**src/rtl/calc_param_if.sv**
```systemverilog
// Keypad-command / display-stream bundle between the calculator core and its neighbours.
// The master side issues commands and consumes the digit stream; the slave is the core.
interface calc_param_if #(
  parameter int unsigned PW = 4
) ();
  logic          cmd_valid;
  logic [3:0]    cmd;
  logic [1:0]    status;
  logic [3:0]    data;
  logic [PW-1:0] pos;
  logic          frame_valid;
  logic          neg;

  modport master (
    output cmd_valid, cmd,
    input  status, data, pos, frame_valid, neg
  );

  modport slave (
    input  cmd_valid, cmd,
    output status, data, pos, frame_valid, neg
  );
endinterface

```
**src/rtl/calc_param.sv**
```systemverilog
// Parametrised keypad calculator core: operand entry, add/sub/mul/div execution with range
// checking, and a one-digit-per-cycle BCD stream of the current value after every command.
module calc_param #(
  parameter int unsigned NDIG = 8,
  parameter int unsigned W    = 27,
  parameter int unsigned PW   = 4
) (
  input logic         clock,
  input logic         reset,
  calc_param_if.slave bus
);

  typedef enum logic [2:0] {StEntryA, StOpWait, StEntryB, StExec, StShow, StErr} state_e;
  typedef enum logic [2:0] {OpNone, OpAdd, OpSub, OpMul, OpDiv} op_e;

  localparam logic [W-1:0] Max = W'(10 ** NDIG - 1);

  state_e        state_q, state_d, ret_q, ret_d;
  op_e           op_q, op_d;
  logic [W-1:0]  value_q, value_d, rega_q, rega_d, regb_q, regb_d;
  logic [W-1:0]  count_q, count_d, acc_q, acc_d, aux_q, aux_d, sh_q, sh_d;
  logic [3:0]    data_q, data_d;
  logic [PW-1:0] pos_q, pos_d;
  logic          fv_q, fv_d, neg_q, neg_d, res_q, res_d, setup_q, setup_d;

  logic          accept, is_digit, is_op, digit_fits, go_err, show_go, ge;
  logic [W-1:0]  appended, show_val, mn, mx, quo_nx;
  logic [W:0]    add_sum, mul_sum, rem_sh;

  assign accept     = bus.cmd_valid && (state_q inside {StEntryA, StOpWait, StEntryB});
  assign is_digit   = bus.cmd <= 4'd9;
  assign is_op      = bus.cmd inside {[4'd10 : 4'd13]};
  assign digit_fits = value_q <= (Max - W'(bus.cmd)) / W'(10);
  assign appended   = digit_fits ? value_q * W'(10) + W'(bus.cmd) : value_q;
  assign add_sum    = {1'b0, rega_q} + {1'b0, regb_q};
  assign mul_sum    = {1'b0, acc_q} + {1'b0, aux_q};
  assign mn         = (rega_q < regb_q) ? rega_q : regb_q;
  assign mx         = (rega_q < regb_q) ? regb_q : rega_q;
  // Restoring division: acc holds the partial remainder, aux shifts dividend out / quotient in.
  assign rem_sh     = {acc_q, aux_q[W-1]};
  assign ge         = rem_sh >= {1'b0, regb_q};
  assign quo_nx     = {aux_q[W-2:0], ge};

  always_ff @(posedge clock) begin
    if (!reset) begin
      state_q <= StEntryA;
      ret_q   <= StEntryA;
      op_q    <= OpNone;
      value_q <= '0;
      rega_q  <= '0;
      regb_q  <= '0;
      count_q <= '0;
      acc_q   <= '0;
      aux_q   <= '0;
      sh_q    <= '0;
      data_q  <= '0;
      pos_q   <= '0;
      fv_q    <= 1'b0;
      neg_q   <= 1'b0;
      res_q   <= 1'b0;
      setup_q <= 1'b0;
    end else begin
      state_q <= state_d;
      ret_q   <= ret_d;
      op_q    <= op_d;
      value_q <= value_d;
      rega_q  <= rega_d;
      regb_q  <= regb_d;
      count_q <= count_d;
      acc_q   <= acc_d;
      aux_q   <= aux_d;
      sh_q    <= sh_d;
      data_q  <= data_d;
      pos_q   <= pos_d;
      fv_q    <= fv_d;
      neg_q   <= neg_d;
      res_q   <= res_d;
      setup_q <= setup_d;
    end
  end

  always_comb begin
    state_d  = state_q;
    ret_d    = ret_q;
    op_d     = op_q;
    value_d  = value_q;
    rega_d   = rega_q;
    regb_d   = regb_q;
    count_d  = count_q;
    acc_d    = acc_q;
    aux_d    = aux_q;
    sh_d     = sh_q;
    data_d   = data_q;
    pos_d    = pos_q;
    fv_d     = fv_q;
    neg_d    = neg_q;
    res_d    = res_q;
    setup_d  = setup_q;
    go_err   = 1'b0;
    show_go  = 1'b0;
    show_val = value_q;

    unique case (state_q)
      StEntryA, StOpWait, StEntryB: begin
        if (accept) begin
          show_go = 1'b1;
          ret_d   = state_q;
          if (is_digit) begin
            if (state_q == StOpWait) begin
              show_val = W'(bus.cmd);
              ret_d    = StEntryB;
            end else if (state_q == StEntryA && res_q) begin
              show_val = W'(bus.cmd);
              neg_d    = 1'b0;
              res_d    = 1'b0;
            end else begin
              show_val = appended;
            end
          end else if (is_op) begin
            if (state_q == StEntryB || (state_q == StEntryA && neg_q)) begin
              go_err = 1'b1;
            end else begin
              if (state_q == StEntryA) rega_d = value_q;
              op_d  = op_e'(3'(bus.cmd - 4'd9));
              ret_d = StOpWait;
              res_d = 1'b0;
            end
          end else if (bus.cmd == 4'd14) begin
            if (state_q == StEntryB) begin
              show_go = 1'b0;
              regb_d  = value_q;
              state_d = StExec;
              setup_d = 1'b1;
            end
          end else begin
            show_val = value_q / W'(10);
            neg_d    = 1'b0;
            res_d    = 1'b0;
          end
        end
      end
      StExec: begin
        if (setup_q) begin
          setup_d = 1'b0;
          neg_d   = 1'b0;
          unique case (op_q)
            OpAdd: begin
              if (add_sum > {1'b0, Max}) go_err = 1'b1;
              else begin
                show_go  = 1'b1;
                show_val = add_sum[W-1:0];
              end
            end
            OpSub: begin
              show_go  = 1'b1;
              neg_d    = rega_q < regb_q;
              show_val = (rega_q < regb_q) ? regb_q - rega_q : rega_q - regb_q;
            end
            OpMul: begin
              if (mn == '0) begin
                show_go  = 1'b1;
                show_val = '0;
              end else begin
                count_d = mn;
                aux_d   = mx;
                acc_d   = '0;
              end
            end
            OpDiv: begin
              if (regb_q == '0) go_err = 1'b1;
              else begin
                count_d = W'(W);
                aux_d   = rega_q;
                acc_d   = '0;
              end
            end
            default: go_err = 1'b1;
          endcase
        end else if (op_q == OpMul) begin
          if (mul_sum > {1'b0, Max}) go_err = 1'b1;
          else begin
            acc_d   = mul_sum[W-1:0];
            count_d = count_q - W'(1);
            if (count_q == W'(1)) begin
              show_go  = 1'b1;
              show_val = mul_sum[W-1:0];
            end
          end
        end else begin
          acc_d   = ge ? W'(rem_sh - {1'b0, regb_q}) : rem_sh[W-1:0];
          aux_d   = quo_nx;
          count_d = count_q - W'(1);
          if (count_q == W'(1)) begin
            show_go  = 1'b1;
            show_val = quo_nx;
          end
        end
        if (show_go) begin
          ret_d = StEntryA;
          res_d = 1'b1;
        end
      end
      StShow: begin
        if (pos_q == PW'(NDIG - 1)) begin
          state_d = ret_q;
          fv_d    = 1'b0;
        end else begin
          pos_d  = pos_q + PW'(1);
          data_d = 4'(sh_q % W'(10));
          sh_d   = sh_q / W'(10);
        end
      end
      default: ;
    endcase

    if (go_err) begin
      state_d = StErr;
      data_d  = 4'hF;
      pos_d   = '0;
      fv_d    = 1'b0;
    end else if (show_go) begin
      state_d = StShow;
      value_d = show_val;
      data_d  = 4'(show_val % W'(10));
      sh_d    = show_val / W'(10);
      pos_d   = '0;
      fv_d    = 1'b1;
    end
  end

  always_comb begin
    unique case (state_q)
      StExec, StShow: bus.status = 2'b01;
      StErr:          bus.status = 2'b00;
      default:        bus.status = 2'b10;
    endcase
  end

  assign bus.data        = data_q;
  assign bus.pos         = pos_q;
  assign bus.frame_valid = fv_q;
  assign bus.neg         = neg_q;

endmodule

```
**src/flat_wrapper.sv**
```systemverilog
// flat-port wrapper written by rule: the top's interface ports become plain ports
module calc_param_flat 
#(
  parameter int unsigned NDIG = 8,
  parameter int unsigned W    = 27,
  parameter int unsigned PW   = 4
)
  (clock, reset, bus_cmd_valid, bus_cmd, bus_status, bus_data, bus_pos, bus_frame_valid, bus_neg);
  calc_param_if #(.PW(PW)) bus_i ();
  input logic clock;
  input logic reset;
  input wire logic [$bits(bus_i.cmd_valid)-1:0] bus_cmd_valid;
  input wire logic [$bits(bus_i.cmd)-1:0] bus_cmd;
  output wire logic [$bits(bus_i.status)-1:0] bus_status;
  output wire logic [$bits(bus_i.data)-1:0] bus_data;
  output wire logic [$bits(bus_i.pos)-1:0] bus_pos;
  output wire logic [$bits(bus_i.frame_valid)-1:0] bus_frame_valid;
  output wire logic [$bits(bus_i.neg)-1:0] bus_neg;
  assign bus_i.cmd_valid = bus_cmd_valid;
  assign bus_i.cmd = bus_cmd;
  assign bus_status = bus_i.status;
  assign bus_data = bus_i.data;
  assign bus_pos = bus_i.pos;
  assign bus_frame_valid = bus_i.frame_valid;
  assign bus_neg = bus_i.neg;
  calc_param #(.NDIG(NDIG), .W(W), .PW(PW)) u_core (.clock(clock), .reset(reset), .bus(bus_i));
endmodule
```
**config.mk**
```make
export PLATFORM = sky130hd
export DESIGN_NAME = calc_param_flat
export DESIGN_NICKNAME = d
export VERILOG_FILES = /design/src/rtl/calc_param_if.sv /design/src/rtl/calc_param.sv /design/src/flat_wrapper.sv
export SDC_FILE = /design/constraint.sdc
export NUM_CORES = 2
export LEC_CHECK = 0
export CAP_MARGIN = 10
export CORE_UTILIZATION = 60
export DETAILED_ROUTE_END_ITERATION = 10
export PLACE_DENSITY_LB_ADDON = 0.1
export REMOVE_ABC_BUFFERS = 1
export SYNTH_ARGS = -nofsm -noshare
export SYNTH_HDL_FRONTEND = slang
export SYNTH_SLANG_ARGS = --single-unit
```
**constraint.sdc**
```tcl
create_clock -name clock -period 37 [get_ports clock]
set_clock_uncertainty 0.2 [all_clocks]
set_input_delay 3.7 -clock clock [delete_from_list [all_inputs] [get_ports clock]]
set_output_delay 3.7 -clock clock [all_outputs]
set_load 0.1 [all_outputs]
```
### After elaboration in Yosys (flattened, before gate mapping)

Index checks and enable logic that the tools add are counted.

| storage, ports and cells | value |
|---|---|
| register bits after elaboration | 210 |
| output and inout bits | 12 |
| input port bits | 7 |

| operators by class | value |
|---|---|
| $lt $le $gt $ge | 8 |
| bitwise gates (word level) | 6 |
| div/mod/pow operators | 6 |
| equality and inequality tests | 39 |
| reduce and logical (&&, ||, !) cells | 35 |
| $add $sub $neg | 10 |
| mux-type cells | 111 |
| multiply operators | 1 |

Operators by type and width:

| kind | number |
|---|---|
| 27-bit 2-to-1 mux | 36 |
| 27-bit case mux with 2 select lines | 4 |
| 27-bit by 4-bit divider with 27-bit output, second input constant | 4 |
| 27-bit case mux with 3 select lines | 1 |
| 27-bit subtractor | 3 |
| 27-bit by 27-bit adder with 28-bit output | 2 |
| 28-bit by 27-bit greater-than comparator with 1-bit output, second input constant | 2 |
| 27-bit zero test | 2 |
| 27-bit by 4-bit remainder unit with 27-bit output, second input constant | 2 |
| 1-bit 2-to-1 mux | 42 |
| 3-bit 2-to-1 mux | 14 |
| 28-bit by 27-bit >= comparator with 1-bit output | 1 |
| 7-bit AND reduction | 4 |
| 27-bit by 4-bit adder with 27-bit output | 1 |
| 27-bit by 1-bit equality test with 1-bit output, second input constant | 1 |
| 27-bit less-or-equal comparator | 1 |
| 27-bit < comparator | 1 |
| 27-bit by 3-bit multiplier with 26-bit output, second input constant | 1 |
| 27-bit by 1-bit subtractor with 27-bit output, second input constant | 1 |
| 27-bit by 4-bit subtractor with 27-bit output, first input constant | 1 |
| 6-bit AND reduction | 3 |
| 4-bit 2-to-1 mux | 4 |
| 4-bit by 1-bit inequality test with 1-bit output, second input constant | 4 |
| 3-bit inequality test, second input constant | 5 |
| other kinds (32) | 76 |

### Logic depth before layout (Yosys ltp)

| logic depth | value |
|---|---|
| word-level depth | 12 |
| depth in mapped cells | 72 |

### Worst setup path before layout

No wires, ideal clock.

| timing | value |
|---|---|
| kind | input to register |
| from | in bus_cmd[1] |
| to | reg u_core.sh_q[0] |
| buffers on the path | 5 |
| cell stages on the path | 61 |
| setup time | 74 ps |
| data arrival time | 16,069 ps |
| required time | 36,726 ps |
| path slack | 20,657 ps |
| cell sequence | inv_1 -> ha_1 -> nor2_1 -> o21ai_0 -> ha_1 -> nor2b_1 -> o21a_1 -> o21a_1 -> o21a_1 -> o21a_1 -> o21a_1 -> o21a_1 -> o21a_1 -> o21a_1 -> o21ai_0 -> a21oi_1 -> o21ai_0 -> a21oi_1 -> (+25 left out) -> o31ai_1 -> and3_1 -> a31oi_1 -> o311ai_0 -> clkbuf_1 -> nor3_1 -> a221oi_1 -> o21ai_1 -> and3_1 -> o41a_1 -> a21boi_0 -> o32ai_1 -> maj3_1 -> nand2_1 -> o211ai_1 -> mux2i_1 -> a21oi_1 -> a31oi_1 |

| between the ends | value |
|---|---|
| longest elaborated chain between the ends | 12 |
| elaborated cells between the ends (all ways) | 29 |
| classes of those cells | add/sub (2); div (2); order compare (4); eq/ne (1); mux (19); reduce/logical (1) |

Ends and longest elaborated chain:

| element | line | source |
|---|---|---|
| start, declared | flat_wrapper.sv:13 | `input wire logic [$bits(bus_i.cmd)-1:0] bus_cmd;` |
| 27-bit by 4-bit subtractor with 27-bit output | calc_param.sv:33 | `assign digit_fits = value_q <= (Max - W'(bus.cmd)) / W'(10);` |
| 27-bit by 4-bit divider with 27-bit output | calc_param.sv:33 |  |
| 27-bit less-or-equal comparator | calc_param.sv:33 |  |
| 27-bit 2-to-1 mux | calc_param.sv:34 | `assign appended = digit_fits ? value_q * W'(10) + W'(bus.cmd) : value_q;` |
| 27-bit 2-to-1 mux | calc_param.sv:112 | `end else if (state_q == StEntryA && res_q) begin` |
| 27-bit 2-to-1 mux | calc_param.sv:109 | `if (state_q == StOpWait) begin` |
| 27-bit 2-to-1 mux | calc_param.sv:108 | `if (is_digit) begin` |
| 27-bit 2-to-1 mux | calc_param.sv:105 | `if (accept) begin` |
| 27-bit case mux with 2 select lines | calc_param.sv:103 | `unique case (state_q)` |
| 27-bit by 4-bit divider with 27-bit output | calc_param.sv:225 | `sh_d = show_val / W'(10);` |
| 27-bit 2-to-1 mux | calc_param.sv:221 | `end else if (show_go) begin` |
| 27-bit 2-to-1 mux * | calc_param.sv:216 | `if (go_err) begin` |
| end signal, assigned | calc_param.sv:55 | `sh_q <= '0;` |
| end signal, assigned | calc_param.sv:72 | `sh_q <= sh_d;` |
| end, declared | calc_param.sv:21 | `logic [W-1:0] count_q, count_d, acc_q, acc_d, aux_q, aux_d, sh_q, sh_d;` |

Mark *: on every way between the ends. The rest lies on a longest branch, timed or not.
A chain may end at the register's enable or synchronous reset.

### Worst setup path after layout

Same ends and word-level chain as after synthesis.

==> metrics.txt <==
outcome completed; number of DRC markers in iteration 0 5310; total number of vias ~38000; Main synth FF type dfxtp_1; final net count a little under 5000; DR pass1 iterations 10; Post-Syn Area about 33000 sq um; Resize count post-CTS 0; DRC Markers 0; PwrDens about 110 nW/um^2; Synth top area share between 10% and 20%; FFs w/ async S/R, synth 0%; WL final approximately 130 mm; gp weighted congestion between 1 and 1.5; Fin Setup TNS 0 ns; Buf/Inv on CP 3; largest net degree at the start of global routing 120; Sink Count 210; Relative slew margins between 10% and 20%; CTS H-tree depth 1; Max Fclk between 50 and 60 MHz; final setup fails 0; cell repeated most along the worst path o21a_1; CP top delay family compound AO/OA/AOI/OAI gates; Distinct cells, synth 148; average wire per standard cell 23.4 um; min Tclk post-route roughly 19 ns; vias in the first global route between 30000 and 40000; main area contributors after synthesis dfxtp_1 13%, ha_1 7.7%, a21oi_1 6.9%; global-route wire length before repair between 150 and 200 mm; final antenna-violating net count 0; reg2reg path depth a little under 60; Clock Latency Late Sink about 0.61 ns; Syn-to-layout area delta 3.90%; Hold/Removal Path Class register to register; Post-Synthesis Cells around 4800; Avg Inst Size Synth ~6.8 sq um; Reg2Reg Setup Slack around 18 ns; root buffer cell clkbuf_16; number of instances in the placed design 5305; Hold Fails Final Rpt 0; initial antenna violation count 2; PortBufs 18; Overflow after GRT 0; max-cap violations 0; clk slew on worst S/H paths about 0.060 ns; DIE AREA 55600 sq um; crit path capture u_core.sh_q[0]$_SDFF_PN0_; maximum VDD drop about 550 uV; FILL cells 5224; Site Rows 85; FF-to-FF End u_core.bus.data[1]$_SDFFE_PN0P_; chip height ~240 um; ratio of final minimum period to clock period between 50% and 60%; Worst EP required between 30 and 40 ns; fraction of layout cells with a size suffix above 1 between 6 and 7%; non-filler cells in the finished layout around 5400; slowest CP cell a2bb2oi_1; EDFF count, synth 0; FF-to-FF Start u_core.value_q[22]$_SDFFE_PN0P_; number of max-slew violations in the final report 0; crit path max fanout 33; Die Wd approximately 240 um; Startpoint Class input pin; Starting Density 60.8%; CTS Buf Count 28; Critical Path Sink Type register; slew at the pin closest to its max-slew limit ~1.3 ns; core box area ~54000 sq um; CTS max path bufs 3; postcts setup bufs 0; Synth area leader dfxtp_1; TritonCTS clock tree yes; RSZ-0062 raised after global routing no; CP Class input pin to register; Post-CTS Hold Fix Bufs 0; Static Leak 12.9 nW; I/O pin cnt 19; register bit total from synthesis 210; Crit path largest cell delay 0.75 ns; Stages on worst setup path 61; CP arrival 19.37 ns; post-DP HPWL 92.1 mm; CP startpoint bus_cmd[1]; sequential element share of the synthesized area between 10% and 20%; YS warnings 0; detailed-route vias per instance between 7 and 8; total track usage 43.2%
power by group:
group	internal [mW]	switching (mW)	leakage, nW	total (mW)
Sequential	0.243	0.0388	1.70	0.281
Combinational	1.16	1.93	10.7	3.09
Clock	0.167	0.118	0.458	0.285
worst reg2reg max path: cells and delay by family, from the launching register on:
kind	cells	cell delay, ns
compound gates	35	10.83
buf+inv	3	1.21
fa+ha+maj	1	0.28
flops	1	0.31
simple gates	18	5.29
xor+xnor	2	0.49
worst min path at each step:
stage / start / endpoint / slack (ns) / cells after the start
6_report: u_core.count_q[22]$_SDFFE_PN0P_ / u_core.count_q[22]$_SDFFE_PN0P_ / 0.28 / 2
5_1_grt: u_core.ret_q[2]$_SDFFE_PN0P_ / u_core.ret_q[2]$_SDFFE_PN0P_ / 0.31 / 1
4_1_cts: u_core.count_q[22]$_SDFFE_PN0P_ / u_core.count_q[22]$_SDFFE_PN0P_ / 0.28 / 2
3_5_place_dp: u_core.count_q[22]$_SDFFE_PN0P_ / u_core.count_q[22]$_SDFFE_PN0P_ / 0.27 / 2
3_3_place_gp: u_core.count_q[22]$_SDFFE_PN0P_ / u_core.count_q[22]$_SDFFE_PN0P_ / 0.26 / 2
2_1_floorplan: u_core.count_q[22]$_SDFFE_PN0P_ / u_core.count_q[22]$_SDFFE_PN0P_ / 0.25 / 2
sequential cells by signal, summed over array words and instances (netlist names):
signal                  cells
u_core.regb_q              27
u_core.bus.frame_valid      1
u_core.ret_q                3
u_core.aux_q               27
u_core.bus.neg              1
u_core.acc_q               27
u_core.value_q             27
u_core.count_q             27
u_core.state_q              3
u_core.bus.pos              4
u_core.bus.data             4
u_core.rega_q              27
u_core.op_q                 3
u_core.res_q                1
u_core.setup_q              1
u_core.sh_q                27
cell usage after synthesis (all sizes together), types with 55 or more instances:
cell type,count
buf,92
a211oi,99
ha,201
nand2,479
xnor2,117
a21oi,458
o21ai,373
a31oi,68
nand4,66
dfxtp,210
nand2b,63
nand3,108
nor4,60
nor3,147
o211ai,73
nor2,556
o22ai,58
inv,209
a21o,81
clkbuf,241
o221ai,55
mux2i,99
layer usage:
metal,GRT usage [%],vias to the layer above,wire length [um]
met5,0,-,0
li1,-,17700,-
met4,15.9,0,4850
met1,61.4,17800,53100
met2,60.6,2354,49600
met3,12.8,336,17900
final cells by class:
| type | instances | area, sq um | area share (%) |
|---|---|---|---|
| Clock inverter | 9 | 113 | 0.331 |
| Antenna cell | 2 | 5.00 | 0.0147 |
| Multi-Input combinational cell | 4080 | 26400 | 77.5 |
| Inverter | 219 | 827 | 2.43 |
| Clock buffer | 39 | 822 | 2.41 |
| Tap cell | 696 | 871 | 2.56 |
| Timing Repair Buffer | 102 | 806 | 2.37 |
| Sequential cell | 210 | 4210 | 12.4 |
cells in the final DEF, fill, tap and decap left out, types with 46 or more instances in the layout:
| cell | instances |
|---|---|
| inv_1 | 204 |
| o221ai_1 | 54 |
| nand2_1 | 476 |
| buf_4 | 82 |
| o22ai_1 | 56 |
| ha_1 | 201 |
| nor4_1 | 56 |
| nor2_1 | 552 |
| o21a_1 | 46 |
| mux2i_1 | 97 |
| o21ai_0 | 326 |
| nor3_1 | 140 |
| xnor2_1 | 116 |
| a21o_1 | 81 |
| a31oi_1 | 64 |
| dfxtp_1 | 209 |
| nand4_1 | 66 |
| nand2b_1 | 63 |
| o211ai_1 | 69 |
| a21oi_1 | 454 |
| o21bai_1 | 51 |
| a211oi_1 | 91 |
| nand3_1 | 108 |
cell families (layout without fill, tap and decap cells):
family	count (synthesis)	count (layout)	synth area share (%)
fa+ha+maj	221	221	8.49
mux	109	109	3.45
xor+xnor	154	154	4.19
buf+inv	553	369	7.06
flops	210	210	12.8
other cells	2	13	0.0229
simple gates	1744	1744	25.4
compound gates	1841	1841	38.6
stage by stage:
| step | cell area, sq um | total power, mW | util [%] | hold slack, ns | worst slack [ns] |
|---|---|---|---|---|---|
| global placement | 33100 | 3.24 | 61.4 | 0.258 | 17.78 |
| CTS | 34100 | 3.58 | 63.2 | 0.278 | 18.12 |
| global route | 34100 | 4.01 | 63.2 | 0.309 | 16.43 |
| finish | 34100 | 3.66 | 63.2 | 0.282 | 17.97 |
| floorplan | 31300 | 2.73 | - | 0.248 | 18.04 |
| detailed placement | 33100 | 3.28 | 61.4 | 0.270 | 17.57 |
No activity file was read; power rests on OpenSTA's default activity.
